<file path="src/rtl/axil_reg_slave.sv">
// AXI4-Lite responder for a small bank of 32-bit control registers.
// Independent single-outstanding write and read engines; all outputs registered.
module axil_reg_slave #(
    parameter int ADDR_WIDTH = 4,
    parameter int DATA_WIDTH = 32,
    parameter int NUM_REGS   = 4
) (
    input  logic                           clk,
    input  logic                           rstn,
    input  logic [ADDR_WIDTH-1:0]          s_awaddr,
    input  logic                           s_awvalid,
    output logic                           s_awready,
    input  logic [DATA_WIDTH-1:0]          s_wdata,
    input  logic [DATA_WIDTH/8-1:0]        s_wstrb,
    input  logic                           s_wvalid,
    output logic                           s_wready,
    output logic [1:0]                     s_bresp,
    output logic                           s_bvalid,
    input  logic                           s_bready,
    input  logic [ADDR_WIDTH-1:0]          s_araddr,
    input  logic                           s_arvalid,
    output logic                           s_arready,
    output logic [DATA_WIDTH-1:0]          s_rdata,
    output logic [1:0]                     s_rresp,
    output logic                           s_rvalid,
    input  logic                           s_rready,
    output logic [NUM_REGS*DATA_WIDTH-1:0] regs_out
);

    localparam int IDX_W  = ADDR_WIDTH - 2;
    localparam int STRB_W = DATA_WIDTH / 8;
    localparam logic [1:0] RESP_OKAY   = 2'b00;
    localparam logic [1:0] RESP_SLVERR = 2'b10;

    typedef enum logic {W_IDLE, W_RESP} wstate_t;
    typedef enum logic {R_IDLE, R_DATA} rstate_t;

    wstate_t                 wstate_q;
    rstate_t                 rstate_q;
    logic                    awready_q, wready_q, bvalid_q;
    logic [1:0]              bresp_q;
    logic                    awHave_q, wHave_q;
    logic [ADDR_WIDTH-1:0]   awaddr_q;
    logic [DATA_WIDTH-1:0]   wdata_q;
    logic [STRB_W-1:0]       wstrb_q;
    logic                    arready_q, rvalid_q;
    logic [1:0]              rresp_q;
    logic [DATA_WIDTH-1:0]   rdata_q;
    logic [DATA_WIDTH-1:0]   regs_q [NUM_REGS];

    logic                    awFire, wFire, arFire, wrCommit, wrHit, rdHit;
    logic [ADDR_WIDTH-1:0]   wrAddr;
    logic [DATA_WIDTH-1:0]   wrData, rdWord;
    logic [STRB_W-1:0]       wrStrb;
    logic [IDX_W-1:0]        wrIdx, rdIdx;
    logic                    unused_addr_lsbs;

    // A field arriving on this very edge takes precedence over the held copy.
    always_comb begin
        awFire   = s_awvalid && awready_q;
        wFire    = s_wvalid && wready_q;
        arFire   = s_arvalid && arready_q;
        wrAddr   = awFire ? s_awaddr : awaddr_q;
        wrData   = wFire ? s_wdata : wdata_q;
        wrStrb   = wFire ? s_wstrb : wstrb_q;
        wrIdx    = wrAddr[ADDR_WIDTH-1:2];
        rdIdx    = s_araddr[ADDR_WIDTH-1:2];
        wrCommit = (wstate_q == W_IDLE) && (awHave_q || awFire) && (wHave_q || wFire);
        wrHit    = 1'b0;
        rdHit    = 1'b0;
        rdWord   = '0;
        for (int i = 0; i < NUM_REGS; i++) begin
            if (wrIdx == IDX_W'(i)) wrHit = 1'b1;
            if (rdIdx == IDX_W'(i)) begin
                rdHit  = 1'b1;
                rdWord = regs_q[i];
            end
        end
    end

    assign unused_addr_lsbs = ^{wrAddr[1:0], s_araddr[1:0]};

    always_ff @(posedge clk) begin
        if (!rstn) begin
            wstate_q  <= W_IDLE;
            awready_q <= 1'b0;
            wready_q  <= 1'b0;
            bvalid_q  <= 1'b0;
            bresp_q   <= RESP_OKAY;
            awHave_q  <= 1'b0;
            wHave_q   <= 1'b0;
            awaddr_q  <= '0;
            wdata_q   <= '0;
            wstrb_q   <= '0;
            for (int i = 0; i < NUM_REGS; i++) regs_q[i] <= '0;
        end else begin
            case (wstate_q)
                W_IDLE: begin
                    if (wrCommit) begin
                        for (int i = 0; i < NUM_REGS; i++) begin
                            for (int k = 0; k < STRB_W; k++) begin
                                if (wrIdx == IDX_W'(i) && wrStrb[k])
                                    regs_q[i][8*k +: 8] <= wrData[8*k +: 8];
                            end
                        end
                        bresp_q   <= wrHit ? RESP_OKAY : RESP_SLVERR;
                        bvalid_q  <= 1'b1;
                        awready_q <= 1'b0;
                        wready_q  <= 1'b0;
                        awHave_q  <= 1'b0;
                        wHave_q   <= 1'b0;
                        wstate_q  <= W_RESP;
                    end else begin
                        if (awFire) begin
                            awaddr_q  <= s_awaddr;
                            awHave_q  <= 1'b1;
                            awready_q <= 1'b0;
                        end else begin
                            awready_q <= !awHave_q;
                        end
                        if (wFire) begin
                            wdata_q  <= s_wdata;
                            wstrb_q  <= s_wstrb;
                            wHave_q  <= 1'b1;
                            wready_q <= 1'b0;
                        end else begin
                            wready_q <= !wHave_q;
                        end
                    end
                end
                W_RESP: begin
                    if (s_bready) begin
                        bvalid_q  <= 1'b0;
                        awready_q <= 1'b1;
                        wready_q  <= 1'b1;
                        wstate_q  <= W_IDLE;
                    end
                end
                default: wstate_q <= W_IDLE;
            endcase
        end
    end

    // Read data comes from the pre-edge register contents, so a same-edge write is not seen.
    always_ff @(posedge clk) begin
        if (!rstn) begin
            rstate_q  <= R_IDLE;
            arready_q <= 1'b0;
            rvalid_q  <= 1'b0;
            rresp_q   <= RESP_OKAY;
            rdata_q   <= '0;
        end else begin
            case (rstate_q)
                R_IDLE: begin
                    if (arFire) begin
                        rdata_q   <= rdWord;
                        rresp_q   <= rdHit ? RESP_OKAY : RESP_SLVERR;
                        rvalid_q  <= 1'b1;
                        arready_q <= 1'b0;
                        rstate_q  <= R_DATA;
                    end else begin
                        arready_q <= 1'b1;
                    end
                end
                R_DATA: begin
                    if (s_rready) begin
                        rvalid_q  <= 1'b0;
                        arready_q <= 1'b1;
                        rstate_q  <= R_IDLE;
                    end
                end
                default: rstate_q <= R_IDLE;
            endcase
        end
    end

    assign s_awready = awready_q;
    assign s_wready  = wready_q;
    assign s_bvalid  = bvalid_q;
    assign s_bresp   = bresp_q;
    assign s_arready = arready_q;
    assign s_rvalid  = rvalid_q;
    assign s_rresp   = rresp_q;
    assign s_rdata   = rdata_q;

    for (genvar g = 0; g < NUM_REGS; g++) begin : gen_regs_out
        assign regs_out[DATA_WIDTH*g +: DATA_WIDTH] = regs_q[g];
    end

endmodule

</file>
<file path="config.mk">
export PLATFORM = sky130hd
export DESIGN_NAME = axil_reg_slave
export DESIGN_NICKNAME = d
export VERILOG_FILES = /design/src/rtl/axil_reg_slave.sv
export SDC_FILE = /design/constraint.sdc
export NUM_CORES = 1
export LEC_CHECK = 0
export BUFFER_PORTS_ARGS = -buffer_cell sky130_fd_sc_hd__buf_2
export CAP_MARGIN = 20
export CORE_UTILIZATION = 55
export DETAILED_ROUTE_END_ITERATION = 10
export GPL_ROUTABILITY_DRIVEN = 0
export PLACE_DENSITY_LB_ADDON = 0.05
export SYNTH_ARGS = -nofsm -noshare
export SYNTH_HDL_FRONTEND = slang
export SYNTH_SLANG_ARGS = --single-unit
</file>
<file path="constraint.sdc">
create_clock -name clk -period 6.17 [get_ports clk]
set_input_delay 0.9255 -clock clk [delete_from_list [all_inputs] [get_ports clk]]
set_output_delay 0.9255 -clock clk [all_outputs]
set_load 0.02 [all_outputs]
</file>
==> run metrics, run 1 <==
status=finished clean; fin area=0.0105 mm²; final setup fails=0; largest net degree at the start of global routing=38; ys async rst share=0; critical path arrival=3.13 ns; global-route wire length before repair=33600 µm; Hold Fails Final Rpt=0; Sequential Area=0.00547 mm²; Placement Cell Area=0.00986 mm²; post-CTS setup buffers=0; Logic pwr share=0.110; TNS Setup=0 ns; Max clock buf depth=3; Die ar.=0.0162 mm²; synth unique cells=39; GRT Util Overall=0.272; most common cell after layout, fill and taps aside=buf_2; area taken by multi-input logic gates=0.00295 mm²; clk_skew=0.0119 ns; Final #Nets=970; maxcap violations=0; WP data required=6.36 ns; # H-tree levels=1; vias in the first global route=6246; layout cells sized above 1=0.329; hold_ws=0.456 ns; clock share of power=0.384; num rows=45; P_int=2.34 mW; Initial Util=0.566; Avg WL per Cell=19.1 µm; P&R area growth vs syn=22.0%; number of warnings issued by yosys=0; Reg clk slew, reported paths=0.06 ns; Final Critical Period=2.94 ns; Tightest Hold Check Type=reg2reg; # DRC=0; Final Slew Violations=0; unrepaired setup endpoints after global routing=false; CP bufs+invs=1; family with the most delay on the worst path=flip-flops; Clock Tree Root=clkbuf_16; total number of vias=6480; PD cells=296 mW/mm²; Peak VDD IR=0.000199 V; TritonCTS clock tree=built; max_slew headroom=0.393; Util after Layout=0.691; Yosys reg bits=209; most frequent cells in the layout=buf_2, nor2_1, edfxtp_1; final wirelength=21900 µm; register area share after synthesis=0.632; Mapped Area=0.00864 mm²; Syn Inst Count=708; # fillers=1147; syn avg cell area=12.2 µm²; Buffers on Ports=213; vias per cell=5.66; clk_lat worst skew=0.49 ns; CTS buffer count=21; CTS Hold Bufs=0; initial antenna violation count=0; Slew @ Worst Pin=0.905 ns; core area=0.0153 mm²; FMAX=340 MHz; Starting DRT DRC Count=484; DP HPWL=15200 µm; Crit. End Element=flip-flop; switching share of power=0.248; Num Clock Sinks=209; CP Max Fanout=20; switching power=771 µW; Routed Antenna Nets=0; die width=127 µm; Sequential Power Share=0.505; Die H=127 µm; Startpoint Class=flip-flop; slowest stage delay, CP=0.65 ns; EDFF count, synth=128; # diodes=0; DRT Pass-1 Iters=5; main flop type after synthesis=edfxtp_1; fin crit share=0.477; total gr overflow=0; Worst Setup Path Type=reg2reg; Lkg Pwr=4.31 nW; Post-CTS Resized=0; Final Power=3.11 mW; I/O Pins=220; crit path cell chain=nand2_2, mux2_2, nand2_1, o21ai_0, buf_2; slowest CP cell=dfxtp_1
[path summary, 6_finish.rpt]
check              start  slack (ns)  cells after the start            end
max             s_wready        3.23                      5  regs_q[0][14]
max reg2reg     s_wready        3.23                      5  regs_q[0][14]
min          wdata_q[15]        0.46                      2    wdata_q[15]
min reg2reg  wdata_q[15]        0.46                      2    wdata_q[15]
[cells by family (layout without fill, tap and decap cells)]
logic type             after synthesis  in the layout  synth area share
buffers and inverters               44            268            0.0272
flip-flops                         209            209             0.632
multiplexers                        63             63             0.119
AO/OA/AOI/OAI                      103            103            0.0808
AND/OR/NAND/NOR                    288            288             0.140
other                                1              2          0.000434
[power groups by stage]
stage / Combinational [mW] / Clock (mW) / Sequential [mW]
CTS: 0.342 / 1.21 / 1.57
detailed placement: 0.340 / 0 / 1.60
global route: 0.368 / 1.27 / 1.58
global placement: 0.332 / 0 / 1.60
finish: 0.343 / 1.20 / 1.57
floorplan: 0.181 / 0 / 1.65
[per-layer routing]
| layer | global-route usage | up-vias | share of wire |
|---|---|---|---|
| li1 | - | 2997 | - |
| met1 | 0.353 | 3161 | 0.40 |
| met2 | 0.466 | 273 | 0.50 |
| met3 | 0.0377 | 49 | 0.069 |
| met4 | 0.104 | 0 | 0.028 |
| met5 | 0 | - | 0 |
[final cells by class]
cell class | count | area share
clock inverters | 12 | 0.00819
inverters | 1 | 0.000356
flip-flops and latches | 209 | 0.519
clock buffers | 25 | 0.0532
multi-input cells | 456 | 0.280
well taps | 211 | 0.0251
repair buffers | 230 | 0.115
[worst register-to-register path, cell delays in order, from the launching register on]
cell and delay (ns):
dfxtp_1 0.65, nand2_2 0.52, mux2_2 0.49, nand2_1 0.09, o21ai_0 0.59, buf_2 0.30
[state kept, by name, summed over array words and instances, names as in the netlist]
register,flops
wstate_q,1
s_rresp,1
s_wready,1
s_bvalid,1
wdata_q,32
regs_q,128
rstate_q,1
s_rvalid,1
s_bresp,1
s_awready,1
awaddr_q,2
awHave_q,1
s_arready,1
wstrb_q,4
s_rdata,32
wHave_q,1
[through the flow]
step / std cells / setup WS (ns)
floorplan: 709 / 3.52
global placement: 1104 / 2.32
detailed placement: 1106 / 2.45
CTS: 1143 / 2.89
global route: 1144 / 2.98
finish: 1144 / 3.23
[synthesized netlist by cell type (all sizes together) (5+ instances only)]
cell,instances,area share
nor2,141,0.061
a21oi,42,0.024
nand3,26,0.015
a21o,5,0.0043
nand2,94,0.041
dfxtp,81,0.19
nand4,10,0.0072
clkbuf,18,0.0078
mux2i,30,0.035
a22o,32,0.032
o21ai,14,0.0085
edfxtp,128,0.44
buf,25,0.019
mux4,32,0.083
Note: power is estimated with default switching activity, not from simulation.
==> run 2: changes to the inputs <==
Settings changed: CORE_UTILIZATION 55 to 48.
Clock period 6.17 ns to 2.4 ns, I/O delays scaled along.
==> run 2 against run 1 <==
Critical path depth did not move. First-iteration DRC count fell by 29%. Sequential share of layout area fell by 1.0 points. Combinational power rose to 2.7 times the previous value. Global-route usage fell by 2.2 points. Die area rose by 14%.
==> run metrics, run 2 (synthesized netlist as in run 1, its figures left out) <==
TritonCTS clock tree=built; Num Clock Sinks=209; Placement Cell Area=0.0100 mm²; Lkg Pwr=4.42 nW; Clock Tree Root=clkbuf_16; grt met3 use=0.0455; Worst Setup Path Type=reg2reg; Hold Path Stages=3; Final Power=8.37 mW; slowest stage delay, CP=0.61 ns; global-route wire length before repair=34700 µm; CTS Hold Bufs=0; Final #Nets=983; Layout Cells excl Fill=1175; Most Crowded Layer GR=met2; switching power=2.04 mW; vias per cell=5.49; Die H=136 µm; FMAX=476 MHz; Sequential Power Share=0.483; vias in the first global route=6353; post-CTS setup buffers=0; M1 GR Usage=0.316; final wirelength=23300 µm; total number of vias=6447; Tightest Hold Check Type=in2reg; num rows=48; slowest CP cell=dfxtp_1; clock share of power=0.408; WP data required=2.60 ns; GR Util met2=0.436; die width=136 µm; # H-tree levels=1; TNS Setup=0 ns; DP HPWL=16000 µm; Peak VDD IR=0.000614 V; critical path arrival=2.30 ns; largest net degree at the start of global routing=37; fin crit share=0.875; I/O Pins=220; DRT Pass-1 Iters=5; Max clock buf depth=3; Biggest register=regs_q; Startpoint Class=flip-flop; clk_lat worst skew=0.50 ns; initial antenna violation count=2; P&R area growth vs syn=24.3%; Util after Layout=0.617; Placed Cells=1133; Final Slew Violations=0; clk_skew=0.00881 ns; layout cells sized above 1=0.339; maxcap violations=0; Hold Fails Final Rpt=0; fin area=0.0107 mm²; Post-CTS Resized=0; Crit. End Element=flip-flop; Slew @ Worst Pin=1.02 ns; P_int=6.32 mW; max_slew headroom=0.321; # fillers=1453; final setup fails=0; PD cells=779 mW/mm²; status=finished clean; crit path cell chain=nand2_2, mux2_2, nand2_1, o21ai_0, buf_4; Starting DRT DRC Count=343; CTS buffer count=22; core area=0.0174 mm²; switching share of power=0.244; Final Critical Period=2.10 ns; most frequent cells in the layout=buf_2, nor2_1, edfxtp_1; Initial Util=0.496; Routed Antenna Nets=0; CP Max Fanout=14; total gr overflow=0; # DRC=0; Reg clk slew, reported paths=0.06 ns; unrepaired setup endpoints after global routing=false; Buffers on Ports=213; max FFs per register=128; Avg WL per Cell=19.9 µm; Logic pwr share=0.109; GRT Util Overall=0.250; most common cell after layout, fill and taps aside=buf_2; reg2reg path depth=5; Die ar.=0.0185 mm²
==> run 2: layout make-up <==
type / count / area [µm²] / share of cell area
sequential: 209 / 5470 / 0.509
multi-input combinational: 456 / 2960 / 0.276
timing repair buffer: 242 / 1300 / 0.121
clock buffer: 30 / 632 / 0.0588
tap: 225 / 282 / 0.0262
clock inverter: 10 / 97.6 / 0.00908
antenna: 2 / 5.00 / 0.000466
inverter: 1 / 3.75 / 0.000349
==> run 2: final timing paths <==
kind | slack (ns) | to | startpoint
setup / recovery | 0.30 | regs_q[2][13] | s_wready
hold / removal | 0.11 | wstrb_q[2] | s_wstrb[2]
hold reg to reg | 0.45 | wdata_q[26] | wdata_q[26]
setup reg to reg | 0.30 | regs_q[2][13] | s_wready
==> run 2: layer usage <==
metal  share of wire  wire length [µm]  vias up
met4           0.023               528        0
met3           0.062              1440       39
met5               0                 0        -
met1            0.41              9620     3141
met2            0.50             11700      243
li1                -                 -     3024
==> run 2: power groups by stage <==
stage / combinational [mW] / sequential, mW / clock, mW
6_report: 0.911 / 4.04 / 3.41
5_1_grt: 0.977 / 4.06 / 3.60
4_1_cts: 0.910 / 4.04 / 3.47
3_5_place_dp: 0.907 / 4.12 / 0
3_3_place_gp: 0.887 / 4.11 / 0
2_1_floorplan: 0.466 / 4.23 / 0
==> run 2: critical path, delay by kind of cell, from the launching register on <==
family,cells,cell delay (ns)
AOI/OAI and AO/OA,1,0.21
buffers and inverters,1,0.23
DFF,1,0.61
muxes,1,0.40
and+or+nand+nor,2,0.34
==> run 2: per-stage QoR <==
| step | setup slack (ns) | hold slack [ns] |
|---|---|---|
| global placement | 0.199 | 0.440 |
| finish | 0.301 | 0.109 |
| detailed placement | 0.0930 | 0.446 |
| global route | 0.143 | 0.105 |
| floorplan | 0.101 | 0.431 |
| CTS | 0.0856 | 0.0935 |
==> run 3: changes to the inputs <==
Settings changed: CAP_MARGIN 20 to default, CELL_PAD_IN_SITES_DETAIL_PLACEMENT from default to 0, CELL_PAD_IN_SITES_GLOBAL_PLACEMENT from default to 2, CORE_UTILIZATION 48 to 31.
==> run 3 against run 2 <==
Clock-buffer cell count decreased by 1. Non-clock buffer count is 1 higher. Worst setup slack got worse by 0.069 ns. Die area is 54% higher. Core utilization shrank 21 points. Hold slack lost 0.016 ns. Sequential power hardly changed. Wire length up 11%. Sequential share of layout area down 1.7 points. Clock skew rose by 0.0038 ns. Fmax decreased by 3.2%. Critical path type unchanged. Largest cell class unchanged. Largest power group is now the clock network.
==> run metrics, run 3 (synthesized netlist as in run 1, its figures left out) <==
Slew @ Worst Pin=0.969 ns; slowest stage delay, CP=0.64 ns; Final Slew Violations=0; fin crit share=0.904; critical path arrival=2.39 ns; FMAX=461 MHz; Hold Fails Final Rpt=0; Biggest register=regs_q; clk_lat worst skew=0.52 ns; post-CTS setup buffers=0; Num Clock Sinks=209; P&R area growth vs syn=28.5%; final wirelength=25900 µm; # diodes=0; max_slew headroom=0.352; final setup fails=0; met3 routed WL=1310 µm; Buffers on Ports=213; Peak VDD IR=0.000391 V; Worst Setup Path Type=reg2reg; CP Max Fanout=14; DR top layer=met4; global-route wire length before repair=38600 µm; Clock Tree Root=clkbuf_16; GRT Util Overall=0.180; detailed-routed wire length on met2=12500 µm; most common cell after layout, fill and taps aside=buf_2; status=finished clean; Post-CTS Resized=0; clk_skew=0.0126 ns; vias per cell=4.80; # H-tree levels=1; TritonCTS clock tree=built; largest net degree at the start of global routing=37; I/O Pins=220; most frequent cells in the layout=buf_2, nor2_1, edfxtp_1; Final Power=9.05 mW; total number of vias=6369; Die ar.=0.0285 mm²; Starting DRT DRC Count=410; Tightest Hold Check Type=in2reg; CTS buffer count=25; # DRC=0; crit path cell chain=nand2_2, mux2_2, nand2_1, o21ai_0, buf_4; PD cells=814 mW/mm²; DRT Pass-1 Iters=5; vias in the first global route=6298; maxcap violations=0; Startpoint Class=flip-flop; Routed Antenna Nets=0; Max clock buf depth=3; Die H=169 µm; Met1 Wirelength=11600 µm; layout cells sized above 1=0.347; Lkg Pwr=4.51 nW; # fillers=2697; DP HPWL=18400 µm; Initial Util=0.318; max FFs per register=128; TNS Setup=0 ns; slowest CP cell=dfxtp_1; num rows=60; initial antenna violation count=0; Avg WL per Cell=19.5 µm; r2r setup slk=0.23 ns; WP data required=2.62 ns; total gr overflow=0; Crit. End Element=flip-flop; Final Critical Period=2.17 ns; Final #Nets=987; die width=169 µm; Reg clk slew, reported paths=0.06 ns; unrepaired setup endpoints after global routing=false; core area=0.0272 mm²; CTS Hold Bufs=0
run 3: cell count changes in the layout (fill, tap and decap cells not counted):
cell and change:
diode_2 -2, bufinv_16 +3, clkbuf_16 +2, buf_4 -1
clkbuf_8 +1, o31ai_4 -1, inv_6 +1, clkinvlp_4 +1
o31ai_2 +1, clkbuf_1 -4, buf_12 +2, clkinv_2 +1
run 3: final timing paths:
kind | depth (start not counted) | endpoint | from
max | 5 | regs_q[2][14] | s_wready
min | 3 | wstrb_q[1] | s_wstrb[1]
max reg2reg | 5 | regs_q[2][14] | s_wready
min reg2reg | 2 | wdata_q[30] | wdata_q[30]
run 3: worst max-delay path: cells and delay by family (launching register included):
family	cells	cell delay (ns)
flip-flops	1	0.64
buffers and inverters	1	0.22
AO/OA/AOI/OAI	1	0.21
AND/OR/NAND/NOR	2	0.36
multiplexers	1	0.44
run 3: per-stage QoR:
| step | setup slack, ns | instance area, µm² | cells | hold WS, ns | utilization |
|---|---|---|---|---|---|
| finish | 0.232 | 11100 | 1326 | 0.0936 | 0.409 |
| CTS | 0.208 | 11100 | 1326 | 0.0708 | 0.409 |
| floorplan | 0.101 | 8640 | 709 | 0.431 | - |
| global placement | 0.203 | 10200 | 1281 | 0.438 | 0.376 |
| detailed placement | 0.128 | 10200 | 1281 | 0.446 | 0.376 |
| global route | 0.0504 | 11100 | 1326 | 0.0784 | 0.409 |
run 3: power by group:
group          total [mW]  internal, mW  leakage, nW  switching, mW
Clock                4.07          2.56        0.443           1.51
Combinational       0.928         0.322         2.08          0.606
Sequential           4.05          3.95         1.98         0.0968
Total                9.05          6.83         4.51           2.22
run 3: cell type report:
| cell class | count | area [µm²] | area share |
|---|---|---|---|
| inverters | 1 | 3.75 | 0.000338 |
| clock buffers | 29 | 681 | 0.0613 |
| flip-flops and latches | 209 | 5470 | 0.492 |
| clock inverters | 16 | 209 | 0.0188 |
| well taps | 372 | 465 | 0.0419 |
| repair buffers | 243 | 1330 | 0.120 |
| multi-input cells | 456 | 2950 | 0.266 |
run 3: per-layer routing:
layer	GRT usage	up-vias
met5	0	-
met3	0.0248	34
met4	0.0403	0
met1	0.242	3125
met2	0.306	184
li1	-	3026
